<file path="src/rtl/irq_gather_if.sv">
// irq_gather_if: signal bundle between the interrupt gather stage and the core.
//   master : the core/test side. It drives irq_in, the fault pulses, eoi,
//            the timer load strobe and value, and overrun_clr.
//   slave  : irq_gather. It drives timer_value, irq and irq_overrun.
// TIMER_W sets the width of the timer load value and the timer count.
interface irq_gather_if #(
    parameter int TIMER_W = 32
);
    logic [31:0]        irq_in;
    logic               ebreak_pulse;
    logic               buserror_pulse;
    logic [31:0]        eoi;
    logic               timer_load;
    logic [TIMER_W-1:0] timer_value_in;
    logic [TIMER_W-1:0] timer_value;
    logic [31:0]        irq;
    logic [31:0]        irq_overrun;
    logic [31:0]        overrun_clr;

    modport master (
        output irq_in, ebreak_pulse, buserror_pulse, eoi,
               timer_load, timer_value_in, overrun_clr,
        input  timer_value, irq, irq_overrun
    );

    modport slave (
        input  irq_in, ebreak_pulse, buserror_pulse, eoi,
               timer_load, timer_value_in, overrun_clr,
        output timer_value, irq, irq_overrun
    );
endinterface

</file>
<file path="src/rtl/irq_gather.sv">
// irq_gather: interrupt source stage in front of the core's IRQ unit.
// It synchronises the 32 external lines, detects edges or levels on them,
// merges in the core fault pulses and an optional down-count timer, and
// registers the irq vector that the core samples. Latched bits are cleared
// by eoi. An event that arrives while its bit is still pending and not being
// acknowledged sets a sticky overrun flag.
//
// Ports:
//   clk    system clock
//   reset  asynchronous, active-high; clears every flop
//   bus    irq_gather_if.slave
//          irq_in[31:0]     asynchronous external lines
//          ebreak_pulse     source bit 1; buserror_pulse  source bit 2
//          eoi[31:0]        acknowledge for latched bits
//          timer_load, timer_value_in, timer_value   (down-count timer)
//          irq[31:0]        registered vector to the core
//          irq_overrun, overrun_clr   sticky lost-event flags, write-1-to-clear
//
// Build option IRQ_GATHER_TIMER_EN:
//   defined   - the timer is built and its expiry drives bit 0
//   undefined - there is no timer; timer_value reads 0 and bit 0 comes
//               from irq_in[0] like bits 3..31
module irq_gather #(
    parameter logic [31:0] LATCHED_IRQ = 32'hffff_ffff,
    parameter logic [31:0] EDGE_IRQ    = 32'h0000_0000,
    parameter int          TIMER_W     = 32
) (
    input  logic        clk,
    input  logic        reset,
    irq_gather_if.slave bus
);

`ifdef IRQ_GATHER_TIMER_EN
    localparam logic [31:0] INT_MASK = 32'h0000_0007;
`else
    localparam logic [31:0] INT_MASK = 32'h0000_0006;
`endif
    // The internal sources are always latched, whatever LATCHED_IRQ says.
    localparam logic [31:0] LAT = LATCHED_IRQ | INT_MASK;

    logic [31:0] s1, s2, prev;
    logic [31:0] ev;
    logic [31:0] irq_q, ovr_q;

    always_ff @(posedge clk or posedge reset) begin
        if (reset) begin
            s1   <= '0;
            s2   <= '0;
            prev <= '0;
        end else begin
            s1   <= bus.irq_in;
            s2   <= s1;
            prev <= s2;
        end
    end

`ifdef IRQ_GATHER_TIMER_EN
    typedef enum logic {T_IDLE, T_RUN} tstate_t;
    tstate_t            tstate;
    logic [TIMER_W-1:0] tcnt;
    logic               tmr_ev;

    // Expiry is the 1->0 step. A load in the same cycle takes priority and
    // suppresses the event.
    assign tmr_ev = (tstate == T_RUN) && !bus.timer_load && (tcnt == TIMER_W'(1));

    always_ff @(posedge clk or posedge reset) begin
        if (reset) begin
            tstate <= T_IDLE;
            tcnt   <= '0;
        end else if (bus.timer_load) begin
            tcnt   <= bus.timer_value_in;
            tstate <= (bus.timer_value_in != '0) ? T_RUN : T_IDLE;
        end else begin
            case (tstate)
                // RUN always holds a nonzero count, so this never wraps.
                T_RUN: begin
                    tcnt <= tcnt - TIMER_W'(1);
                    if (tcnt == TIMER_W'(1))
                        tstate <= T_IDLE;
                end
                default: tcnt <= '0;
            endcase
        end
    end

    assign bus.timer_value = tcnt;
`else
    logic unused_timer;
    assign unused_timer    = ^{bus.timer_load, bus.timer_value_in};
    assign bus.timer_value = '0;
`endif

    always_comb begin
        ev    = (EDGE_IRQ & s2 & ~prev) | (~EDGE_IRQ & s2);
        ev[1] = bus.ebreak_pulse;
        ev[2] = bus.buserror_pulse;
`ifdef IRQ_GATHER_TIMER_EN
        ev[0] = tmr_ev;
`endif
    end

    // A new event takes priority over eoi on latched bits. Level bits simply
    // follow the synchronised line and never record an overrun.
    always_ff @(posedge clk or posedge reset) begin
        if (reset) begin
            irq_q <= '0;
            ovr_q <= '0;
        end else begin
            irq_q <= (LAT & ((irq_q & ~bus.eoi) | ev)) | (~LAT & s2);
            ovr_q <= (ovr_q & ~bus.overrun_clr) | (LAT & ev & irq_q & ~bus.eoi);
        end
    end

    assign bus.irq         = irq_q;
    assign bus.irq_overrun = ovr_q;

endmodule

</file>
<file path="src/flat_wrapper.sv">
// flat-port wrapper written by rule: the top's interface ports become plain ports
module irq_gather_flat 
#(
    parameter logic [31:0] LATCHED_IRQ = 32'hffff_ffff,
    parameter logic [31:0] EDGE_IRQ    = 32'h0000_0000,
    parameter int          TIMER_W     = 32
)
  (clk, reset, bus_irq_in, bus_ebreak_pulse, bus_buserror_pulse, bus_eoi, bus_timer_load, bus_timer_value_in, bus_overrun_clr, bus_timer_value, bus_irq, bus_irq_overrun);
  irq_gather_if #(.TIMER_W(TIMER_W)) bus_i ();
  input  logic clk;
  input  logic reset;
  input wire logic [$bits(bus_i.irq_in)-1:0] bus_irq_in;
  input wire logic [$bits(bus_i.ebreak_pulse)-1:0] bus_ebreak_pulse;
  input wire logic [$bits(bus_i.buserror_pulse)-1:0] bus_buserror_pulse;
  input wire logic [$bits(bus_i.eoi)-1:0] bus_eoi;
  input wire logic [$bits(bus_i.timer_load)-1:0] bus_timer_load;
  input wire logic [$bits(bus_i.timer_value_in)-1:0] bus_timer_value_in;
  input wire logic [$bits(bus_i.overrun_clr)-1:0] bus_overrun_clr;
  output wire logic [$bits(bus_i.timer_value)-1:0] bus_timer_value;
  output wire logic [$bits(bus_i.irq)-1:0] bus_irq;
  output wire logic [$bits(bus_i.irq_overrun)-1:0] bus_irq_overrun;
  assign bus_i.irq_in = bus_irq_in;
  assign bus_i.ebreak_pulse = bus_ebreak_pulse;
  assign bus_i.buserror_pulse = bus_buserror_pulse;
  assign bus_i.eoi = bus_eoi;
  assign bus_i.timer_load = bus_timer_load;
  assign bus_i.timer_value_in = bus_timer_value_in;
  assign bus_i.overrun_clr = bus_overrun_clr;
  assign bus_timer_value = bus_i.timer_value;
  assign bus_irq = bus_i.irq;
  assign bus_irq_overrun = bus_i.irq_overrun;
  irq_gather #(.LATCHED_IRQ(LATCHED_IRQ), .EDGE_IRQ(EDGE_IRQ), .TIMER_W(TIMER_W)) u_core (.clk(clk), .reset(reset), .bus(bus_i));
endmodule
</file>
<file path="config.mk">
export PLATFORM = sky130hd
export DESIGN_NAME = irq_gather_flat
export DESIGN_NICKNAME = d
export VERILOG_FILES = /design/src/rtl/irq_gather_if.sv /design/src/rtl/irq_gather.sv /design/src/flat_wrapper.sv
export SDC_FILE = /design/constraint.sdc
export NUM_CORES = 1
export LEC_CHECK = 0
export ABC_AREA = 1
export ABC_CLOCK_PERIOD_IN_PS = 4700
export BUFFER_PORTS_ARGS = -buffer_cell sky130_fd_sc_hd__buf_2
export CAP_MARGIN = 5
export CELL_PAD_IN_SITES_DETAIL_PLACEMENT = 1
export CELL_PAD_IN_SITES_GLOBAL_PLACEMENT = 1
export CORE_MARGIN = 5
export CORE_UTILIZATION = 32
export DETAILED_ROUTE_END_ITERATION = 6
export PLACE_DENSITY_LB_ADDON = 0.3
export SETUP_SLACK_MARGIN = 0.1
export SYNTH_ARGS = -nofsm -noshare
export SYNTH_HDL_FRONTEND = slang
export SYNTH_SLANG_ARGS = --single-unit
</file>
<file path="constraint.sdc">
create_clock -name clk -period 4.7 [get_ports clk]
set_input_delay 0.47 -clock clk [delete_from_list [all_inputs] [get_ports clk]]
set_output_delay 0.47 -clock clk [all_outputs]
set_load 0.02 [all_outputs]
</file>
Yosys cells after proc, flatten, opt, wreduce, memory -nomap -nowiden
Index checks and enable logic that the tools add are counted.

storage, ports and cells
  register bits = 128
  input port bits = 133
  output and inout bits = 96
  word-level logic and storage cells = 12

operators by class
  bitwise logic cells = 8

operator list
  kind                number
  32-bit bitwise AND  4
  32-bit inverter     2
  32-bit bitwise OR   2

Longest topological paths before layout
  depth after elaboration = 3
  gate-level depth with buffers = 3

Worst setup path before layout
OpenSTA, ideal clock, no wires.

  path kind = register to output
  from = reg u_core.irq_q[0] (netlist: u_core.bus.irq[0])
  to = out bus_irq[0]
  data arrival time = 0.437 ns
  required time = 4.230 ns
  slack = 3.793 ns
  cell stages (with the launch flop) = 1
  path buffers = 0
  path through = dfrtp_1

RTL lines
  item                    RTL line            RTL
  from (decl)             irq_gather.sv:43    logic [31:0] irq_q, ovr_q;
  from (signal assigned)  irq_gather.sv:110   irq_q <= (LAT & ((irq_q & ~bus.eoi) | ev)) | (~LAT & s2);
  to (decl)               flat_wrapper.sv:20  output wire logic [$bits(bus_i.irq)-1:0] bus_irq;

No word-level cell between the ends.

Final worst setup path
  from = reg u_core.irq_q[0] (netlist: u_core.bus.irq[0])
  to = out bus_irq[0]

No word-level cell between the ends.

==> flow_metrics.py <==
metrics = {
    "status": {
        "status": "complete, no violations",
    },
    "floorplan": {
        "dieWidth_um": 127,
        "start_util_pct": 32.7,
        "die_y_um": 127,
        "ios": 229,
        "core_area_sq_mm": 0.0133,
        "rows": 42,
        "design.die.area_sq_mm": 0.0160,
    },
    "sta": {
        "tightestPinTransition_ps": 643,
        "setup_tns_ps": 0,
        "setup_ws_ps": 3250,
        "setup_viol": 0,
        "hold_viol": 0,
        "fin_crit_sh_pct": 30.8,
        "holdWs_ps": 159,
        "layout_min_cycle_time_ps": 1450,
        "slew_viol_final": 0,
        "fmax_ghz": 0.691,
        "slew_headroom_pct": 57.1,
        "grt_setup_unrepaired": "false",
        "fin_skew_ps": 8.76,
    },
    "layout": {
        "utilization_pct": 43.4,
        "fin_area_sq_mm": 0.00577,
        "multi_input_area_sq_um": 761,
        "regArea_sq_mm": 0.00310,
        "fill_cells": 1566,
        "antenna_cells": 0,
        "fin_cells": 781,
        "drive_gt1_share_pct": 30.7,
        "num-nets-final": 728,
        "syn_to_final_growth_pct": 32.5,
    },
    "critical_path": {
        "crit_required_ps": 4230,
        "cp-start-kind": "register",
        "path_class": "register to primary output",
        "rr_worst_depth": 2,
        "end_kind": "primary output",
        "path_cells": "buf_2",
        "crit_arrival_ps": 980,
        "cpPeakStageDelay_ps": 400,
        "cp_max_fo": 3,
        "path_delay_family": "flip-flops",
        "cp_slowest_cell": "dfrtp_1",
        "cp.depth": 1,
        "critPathBufInv": 1,
    },
    "clocking": {
        "cts_tree": "done",
        "h-tree-depth": 4,
        "cts_inserted_buffers": 17,
        "cts_setup_buffers": 0,
        "clock-sinks": 124,
        "cts.path.max_buffers": 2,
        "cts_resized": 0,
        "path_clk_slew_ps": 50,
        "clk_latency_ps": 400,
        "clockRootBuffer": "clkbuf_16",
        "hold_buffers": 0,
    },
    "yosys": {
        "synth.avg_cell_area_sq_um": 10.5,
        "synth_seq_cells": 124,
        "synth_cell_types": 6,
        "synth_top_area_share_pct": 71.3,
        "yosysSeqAreaShare_pct": 71.3,
        "syn_area_sq_mm": 0.00435,
        "yosysWarnings": 0,
        "yosysTopAreaCell": "dfrtp_1",
        "synthCells": 414,
        "synthTopCellsByArea": "dfrtp_1 71%, nand2_1 11%, inv_1 8.4%",
    },
    "global_route": {
        "grt_usage_pct": 12.2,
        "grt_overflow": 0,
        "grt_pass1_vias": 3259,
        "grt_pass1_wl_um": 15400,
        "antenna_found_initial": 0,
        "grt_max_degree": 54,
    },
    "placed_design": {
        "pre_cts_ws_ps": 3050,
        "io_buffers": 161,
        "gp_congestion": 0.749,
        "postPlaceCellArea_sq_mm": 0.00527,
        "dp_hpwl_um": 7180,
        "placedCellCount": 752,
    },
    "routing": {
        "post_drt_wl_per_cell_um": 11.9,
        "ant_nets": 0,
        "drt_pass1_iterations": 4,
        "vias": 3054,
        "wl_um": 9330,
        "drcViolationCount": 0,
        "viasPerCell": 3.91,
        "drt-initial-drc-count": 130,
    },
    "pwr": {
        "p_total_mw": 2.53,
        "cellLeakagePower_nw": 3.41,
        "p_per_area_mw_per_mm2": 438,
        "vdd_drop_max_mv": 0.213,
    },
    "min_path": {
        "hold_path.class": "primary input to asynchronous set/reset pin",
    },
    "run": {
        "cap_violations": 0,
    },
}
-- synth_stat cells --
library cell  number
buf_4             32
nand3_1           32
conb_1             1
nand2_1          128
inv_1             97
dfrtp_1          124
-- cells in the final DEF, fill, tap and decap left out --
cell type | Yosys | final
dfrtp_1 | 124 | 124
inv_4 | 0 | 1
clkbuf_1 | 0 | 7
clkinv_2 | 0 | 3
buf_2 | 0 | 161
clkbuf_16 | 0 | 17
clkbuf_8 | 0 | 2
inv_1 | 97 | 96
nand2_1 | 128 | 128
nand3_1 | 32 | 32
buf_4 | 32 | 2
conb_1 | 1 | 32
-- flip-flops by register name, summed over array words and instances, names as in the netlist --
register and count:
u_core.bus.irq_overrun 32, u_core.s1 30, u_core.s2 30, u_core.bus.irq 32
-- worst register-to-register path, stage by stage (launching register included) --
cell     delay [ps]
dfrtp_1         400
nand3_1         100
nand2_1          70
-- cells by family (layout without fill, tap and decap cells) --
group / Yosys count / count (layout) / share of synthesized area, %
other: 1 / 32 / 0.0862
DFF: 124 / 124 / 71.3
buffers and inverters: 129 / 289 / 13.9
and+or+nand+nor: 160 / 160 / 14.7
-- worst paths after layout --
path | start | endpoint | slack [ps]
setup / recovery | u_core.bus.irq[0] | bus_irq[0] | 3250
hold / removal | reset | u_core.bus.irq[12] | 160
setup reg to reg | u_core.bus.irq[8] | u_core.bus.irq_overrun[8] | 4030
hold reg to reg | u_core.s1[13] | u_core.s2[13] | 340
max in group asynchronous | reset | u_core.bus.irq_overrun[18] | 3590
min in group clk | bus_irq_in[4] | u_core.s1[4] | 170
-- cell type report --
class / instances / share of cell area, %
Clock buffer: 26 / 8.31
Timing Repair Buffer: 163 / 14.2
Multi-Input combinational cell: 192 / 13.2
Sequential cell: 124 / 53.8
Inverter: 97 / 6.36
Tap cell: 176 / 3.82
Clock inverter: 3 / 0.260
-- layer usage --
| metal | track usage [%] | wire length [um] | vias up |
|---|---|---|---|
| li1 | - | - | 1489 |
| met3 | 5.51 | 888 | 15 |
| met4 | 5.74 | 191 | 0 |
| met1 | 14.3 | 3730 | 1432 |
| met2 | 19.3 | 4520 | 118 |
| met5 | 0 | 0 | - |
-- power breakdown --
group	internal [mW]	leakage, nW	switching [mW]
Combinational	0.0853	1.71	0.169
Sequential	1.14	1.45	0.0378
Clock	0.688	0.244	0.406
No activity file was read; power rests on OpenSTA's default activity.
